`config.mk`:
```
export PLATFORM = sky130hd
export DESIGN_NAME = mul_hilo_ctrl
export DESIGN_NICKNAME = d
export VERILOG_FILES = /design/src/rtl/mul_hilo_ctrl.sv
export SDC_FILE = /design/constraint.sdc
export NUM_CORES = 1
export LEC_CHECK = 0
export CORE_UTILIZATION = 42
export CTS_BUF_LIST = sky130_fd_sc_hd__clkbuf_8
export CTS_CLUSTER_DIAMETER = 80
export CTS_CLUSTER_SIZE = 16
export DETAILED_ROUTE_END_ITERATION = 6
export PLACE_DENSITY = 0.79
export SKIP_CTS_REPAIR_TIMING = 1
export SLEW_MARGIN = 5
export SYNTH_ARGS = -nofsm -noshare
export SYNTH_HDL_FRONTEND = slang
export SYNTH_SLANG_ARGS = --single-unit
```
`constraint.sdc`:
```
create_clock -name clock -period 1.7 [get_ports clock]
set_input_delay 0.255 -clock clock [delete_from_list [all_inputs] [get_ports clock]]
set_output_delay 0.255 -clock clock [all_outputs]
set_load 0.01 [all_outputs]
```
`src/rtl/mul_hilo_ctrl.sv`:
```
// ---------------------------------------------------------------------------
// mul_hilo_ctrl
//
// Sequencing and result-capture stage around the combinational Booth
// multiplier of the Mini SRC datapath. A multiply request latches both
// operands onto the multiplier inputs. The stage then lets the product
// settle for SETTLE_CYCLES full cycles plus one capture cycle, and finally
// writes the 64-bit product into the architectural HI/LO registers. The
// stage also serves mthi/mtlo writes, which are honoured only while idle.
//
// Parameters:
//   SETTLE_CYCLES  settle cycles before the capture cycle (legal 1..15)
//
// Ports:
//   clock      system clock, rising edge
//   reset_n    asynchronous active-low reset
//   start_i    multiply request, accepted only while ready_o=1
//   op_a_i     signed multiplicand, sampled on acceptance
//   op_b_i     signed multiplier, sampled on acceptance
//   ready_o    high only in IDLE
//   busy_o     inverse of ready_o
//   mul_a_o    registered operand to multiplier input a
//   mul_b_o    registered operand to multiplier input b
//   mul_c_i    64-bit product from the multiplier
//   hi_we_i    mthi strobe
//   lo_we_i    mtlo strobe
//   wdata_i    data for mthi/mtlo
//   acc_i      accumulate select (present only with MULHILO_ACC_EN)
//   hi_o       HI register
//   lo_o       LO register
//   done_o     one-cycle pulse: HI/LO hold the new product
//
// Build option:
//   MULHILO_ACC_EN  when defined, adds acc_i. A request taken with acc_i=1
//                   makes the capture load {hi_o,lo_o} + mul_c_i (mod 2^64).
// ---------------------------------------------------------------------------
module mul_hilo_ctrl #(
    parameter int unsigned SETTLE_CYCLES = 2
) (
    input  logic        clock,
    input  logic        reset_n,
    input  logic        start_i,
    input  logic [31:0] op_a_i,
    input  logic [31:0] op_b_i,
    output logic        ready_o,
    output logic        busy_o,
    output logic [31:0] mul_a_o,
    output logic [31:0] mul_b_o,
    input  logic [63:0] mul_c_i,
    input  logic        hi_we_i,
    input  logic        lo_we_i,
    input  logic [31:0] wdata_i,
`ifdef MULHILO_ACC_EN
    input  logic        acc_i,
`endif
    output logic [31:0] hi_o,
    output logic [31:0] lo_o,
    output logic        done_o
);

    localparam logic [1:0] ST_IDLE    = 2'd0;
    localparam logic [1:0] ST_SETTLE  = 2'd1;
    localparam logic [1:0] ST_CAPTURE = 2'd2;

    // The counter starts one below the settle count, so SETTLE lasts
    // exactly SETTLE_CYCLES cycles including the cycle where cnt reaches 0.
    localparam logic [3:0] CNT_INIT = 4'(SETTLE_CYCLES - 1);

    logic [1:0]  state;
    logic [3:0]  cnt;
    logic [63:0] capture_value;

    assign ready_o = (state == ST_IDLE);
    assign busy_o  = ~ready_o;

    // Sequencing: IDLE -> SETTLE (counted) -> CAPTURE -> IDLE. A request
    // arriving while busy is simply dropped, there is no queue.
    always_ff @(posedge clock or negedge reset_n) begin
        if (!reset_n) begin
            state <= ST_IDLE;
            cnt   <= 4'd0;
        end else begin
            case (state)
                ST_IDLE: begin
                    if (start_i) begin
                        state <= ST_SETTLE;
                        cnt   <= CNT_INIT;
                    end
                end
                ST_SETTLE: begin
                    if (cnt == 4'd0) begin
                        state <= ST_CAPTURE;
                    end else begin
                        cnt <= cnt - 4'd1;
                    end
                end
                ST_CAPTURE: begin
                    state <= ST_IDLE;
                end
                default: begin
                    state <= ST_IDLE;
                end
            endcase
        end
    end

    // Operand latches feed the multiplier and stay stable for the whole
    // settle window, which is what makes the multicycle constraint valid.
    always_ff @(posedge clock or negedge reset_n) begin
        if (!reset_n) begin
            mul_a_o <= 32'd0;
            mul_b_o <= 32'd0;
        end else if (ready_o && start_i) begin
            mul_a_o <= op_a_i;
            mul_b_o <= op_b_i;
        end
    end

`ifdef MULHILO_ACC_EN
    logic acc_hold;

    // The accumulate choice belongs to the request, so it is frozen at
    // acceptance rather than read from acc_i at capture time.
    always_ff @(posedge clock or negedge reset_n) begin
        if (!reset_n) begin
            acc_hold <= 1'b0;
        end else if (ready_o && start_i) begin
            acc_hold <= acc_i;
        end
    end

    assign capture_value = acc_hold ? ({hi_o, lo_o} + mul_c_i) : mul_c_i;
`else
    assign capture_value = mul_c_i;
`endif

    // HI/LO: the capture edge loads the product; mthi/mtlo writes land only
    // while idle. A write in the same cycle as an accepted request still
    // happens and is later overwritten by that request's capture.
    always_ff @(posedge clock or negedge reset_n) begin
        if (!reset_n) begin
            hi_o <= 32'd0;
            lo_o <= 32'd0;
        end else if (state == ST_CAPTURE) begin
            hi_o <= capture_value[63:32];
            lo_o <= capture_value[31:0];
        end else if (ready_o) begin
            if (hi_we_i) begin
                hi_o <= wdata_i;
            end
            if (lo_we_i) begin
                lo_o <= wdata_i;
            end
        end
    end

    // done_o is high for the single cycle after the capture edge.
    always_ff @(posedge clock or negedge reset_n) begin
        if (!reset_n) begin
            done_o <= 1'b0;
        end else begin
            done_o <= (state == ST_CAPTURE);
        end
    end

endmodule

```
==> Flow_metrics.wiki <==
{| class="wikitable"
! Metric !! Value
|-
| Status || finished, final reports clean
|-
| Routed Antenna Nets || 0
|-
| WP data arrival || 1.39 ns
|-
| Average wire per standard cell || 17.61 µm
|-
| Number of clock buffers inserted by TritonCTS || 17
|-
| Pin count of the biggest net entering global routing || 65
|-
| Starting Density || 42.92%
|-
| Post-layout worst setup margin || 0.05337 ns
|-
| Area fraction in compound gates after synthesis || 6.490%
|-
| Total number of yosys warnings || 0
|-
| Mapped Avg Cell Area || 13.21 µm²
|-
| Final core area utilization || 70.13%
|-
| Slowest stage cell, crit path || sky130_fd_sc_hd__clkdlybuf4s50_1
|-
| Number of distinct library cells after synthesis || 29
|-
| Share of synthesized area occupied by flip-flops and latches || 56.71%
|-
| Summed instance area of the synthesized netlist || 0.005957 mm²
|-
| Global routing met2 resource utilization || 41.64%
|-
| Detailed Routing Iterations Pass 1 || 4
|-
| Gr usage total || 23.08%
|-
| Top cell family by delay on the critical path || buffers and inverters
|-
| Met3 usage in global routing || 5.357%
|-
| Leading cell type in the layout, fill and taps excluded || sky130_fd_sc_hd__clkdlybuf4s50_1
|-
| CTS tree || built
|-
| Mux contribution to synthesized area || 26.13%
|-
| Number of placement rows || 43
|-
| Kind of critical path || flip-flop to primary output
|-
| Tightest slew margin relative to the limit || 70.42%
|-
| Number of antenna violations at the first check in global routing || 0
|-
| Count of maximum capacitance violations || 0
|-
| Hold Vio Cnt, Final || 0
|-
| Average via count per standard cell || 4.853
|-
| Combined buffer and inverter count along the critical path || 1
|-
| Diodes inserted || 0
|-
| Sink Count || 135
|-
| Endpoint type of the worst setup path || primary output
|-
| GP Congestion || 0.8262
|-
| Die boundary height || 121.1 µm
|-
| Simple-gate share of the synthesized area || 5.944%
|-
| DRC violation count after routing || 0
|-
| Count of port buffers added during placement || 295
|-
| Number of placed I/O pins || 296
|-
| P&R area growth vs syn || 63.41%
|-
| Total half-perimeter wirelength after legalization and detailed placement || 13,110 µm
|-
| Worst-margin pin slew || 0.4437 ns
|-
| Number of placed instances with taps included || 923
|-
| Total global routing overflow || 0
|-
| Combinational family with the most area after synthesis || multiplexers
|-
| Parity-gate share of the synthesized area counting xor and xnor cells || 0%
|-
| Pre-CTS setup slack || -0.02602 ns
|-
| Commonest cells after routing, fill and taps aside || 286 x sky130_fd_sc_hd__clkdlybuf4s50_1, 135 x sky130_fd_sc_hd__dfrtp_1, 67 x sky130_fd_sc_hd__nand2_1
|-
| Met1 Usage GRT || 26.11%
|-
| Adder and majority gate portion of the synthesized area || 0.2100%
|-
| Cells along the critical path || clkdlybuf4s50_1
|-
| Global routing's busiest layer || met2
|-
| Starting DRC count in detailed routing || 176
|-
| Placeable core region || 0.01388 mm²
|-
| Net count after synthesis || 617
|-
| Gate count after technology mapping || 451
|-
| Max Clock Skew || 0.005767 ns
|-
| Max IR drop VDD || 1.138 mV
|-
| Final wirelength || 16,840 µm
|-
| Number of storage elements in the synthesis netlist || 135
|-
| Fraction of layout instances using a drive strength above 1 || 16.49%
|-
| Via count of the first global-routing pass || 4,806
|-
| Global-route wire length before repair || 25,200 µm
|-
| Required time of the critical path || 1.44 ns
|-
| Share of the clock period used by the worst path after layout || 96.86%
|-
| Largest fanout on the critical path || 2
|-
| Leakage || 4.155 nW
|-
| Clock tree root buffer cell || sky130_fd_sc_hd__clkbuf_8
|-
| Power Density || 1781 mW/mm²
|-
| Slew Limit Fails || 0
|-
| Fmax || 0.6073 GHz
|-
| Post-route minimum period || 1.647 ns
|-
| Minimum hold slack || 0.3124 ns
|-
| Number of nets in the layout || 929
|-
| Clock slew seen by the registers of the worst setup and hold paths || 0.08 ns
|-
| Crit-path max cell delay || 0.56 ns
|-
| # setup viols final || 0
|-
| Startpoint type of the worst setup path || flip-flop
|-
| Clock insertion delay at the later pin of the skew report || 0.44 ns
|-
| Width of the die || 121.1 µm
|-
| Number of H-tree branching levels || 4
|-
| Die Outline Area || 0.01466 mm²
|-
| Buffer levels on the longest clock path || 2
|-
| Via count || 4,639
|-
| Class of the most critical hold timing path || primary input to async pin
|-
| Count of placed standard cells in the final layout, fillers left out || 956
|}
[power breakdown]
part / switching (mW) / leakage, nW / total, mW / internal [mW]
registers: 0.972 / 1.63 / 5.79 / 4.81
logic: 3.38 / 2.29 / 8.50 / 5.12
clock network: 1.23 / 0.234 / 3.05 / 1.82
[area by class of cell]
cell class / instances / area [µm²]
clock buffers: 19 / 261.5
well taps: 180 / 225.2
repair buffers: 321 / 3322
clock inverters: 13 / 203.9
flip-flops and latches: 135 / 3378
fillers: 966 / 4146
multi-input cells: 285 / 2332
inverters: 3 / 11.26
[synthesized netlist by cell type]
master | number | area share [%]
sky130_fd_sc_hd__o21bai_2 | 2 | 0.38
sky130_fd_sc_hd__nor3b_1 | 2 | 0.25
sky130_fd_sc_hd__buf_4 | 2 | 0.25
sky130_fd_sc_hd__inv_1 | 2 | 0.13
sky130_fd_sc_hd__nor2b_1 | 3 | 0.32
sky130_fd_sc_hd__nor4bb_1 | 1 | 0.17
sky130_fd_sc_hd__or3b_2 | 1 | 0.15
sky130_fd_sc_hd__o21ai_1 | 9 | 0.76
sky130_fd_sc_hd__o21ai_0 | 56 | 4.7
sky130_fd_sc_hd__mux2i_1 | 64 | 11
sky130_fd_sc_hd__and2_4 | 1 | 0.15
sky130_fd_sc_hd__a31oi_1 | 1 | 0.11
sky130_fd_sc_hd__inv_2 | 1 | 0.063
sky130_fd_sc_hd__or2_4 | 1 | 0.15
sky130_fd_sc_hd__dfrtp_1 | 135 | 57
sky130_fd_sc_hd__ha_1 | 1 | 0.21
sky130_fd_sc_hd__clkbuf_1 | 12 | 0.76
sky130_fd_sc_hd__buf_2 | 2 | 0.17
sky130_fd_sc_hd__buf_6 | 6 | 1.1
sky130_fd_sc_hd__mux2_2 | 16 | 3.0
sky130_fd_sc_hd__o21bai_1 | 1 | 0.13
sky130_fd_sc_hd__a22o_1 | 2 | 0.29
sky130_fd_sc_hd__mux2_4 | 49 | 12
sky130_fd_sc_hd__nand2_1 | 67 | 4.2
sky130_fd_sc_hd__nor2_1 | 2 | 0.13
sky130_fd_sc_hd__a21o_1 | 1 | 0.13
sky130_fd_sc_hd__nand3_1 | 3 | 0.25
sky130_fd_sc_hd__buf_12 | 6 | 2.0
sky130_fd_sc_hd__nor3_1 | 2 | 0.17
[cell families (layout without fill, tap and decap cells)]
family	after synthesis	after routing
adder cells (fa/ha/maj)	1	1
AO/OA/AOI/OAI	72	72
AND/OR/NAND/NOR	83	83
flip-flops	135	135
multiplexers	129	129
buffers and inverters	31	356
[through the flow]
step	cell area [µm²]	setup TNS [ns]	total power, mW
after floorplan	5957	0	9.772
after global placement	9239	0	14.08
after detailed placement	9239	-0.3666	14.40
after CTS	9704	-0.4625	17.51
after global routing	9734	-0.01382	18.27
final	9734	0	17.33
[path summary, 6_finish.rpt]
check	start	to	slack, ns	cells after the start
setup / recovery	lo_o[25]	lo_o[25]	0.05	1
hold reg to reg	lo_o[15]	lo_o[15]	0.48	2
max in group asynchronous	reset_n	mul_a_o[30]	0.82	3
hold / removal	reset_n	hi_o[13]	0.31	2
min in group clock	op_a_i[13]	mul_a_o[13]	0.42	2
setup reg to reg	state[0]	mul_b_o[27]	0.07	5
[layer usage]
metal,vias up,wire (µm)
li1,2198,-
met1,2248,6646
met2,167,8867
met3,26,908
met4,0,413
met5,-,0
[flip-flops by register name, indices dropped and copies added (netlist names)]
signal and cells:
done_o 1, cnt 4, state 2, lo_o 32
mul_a_o 32, hi_o 32, mul_b_o 32
Power figures use the tool's default switching activity.
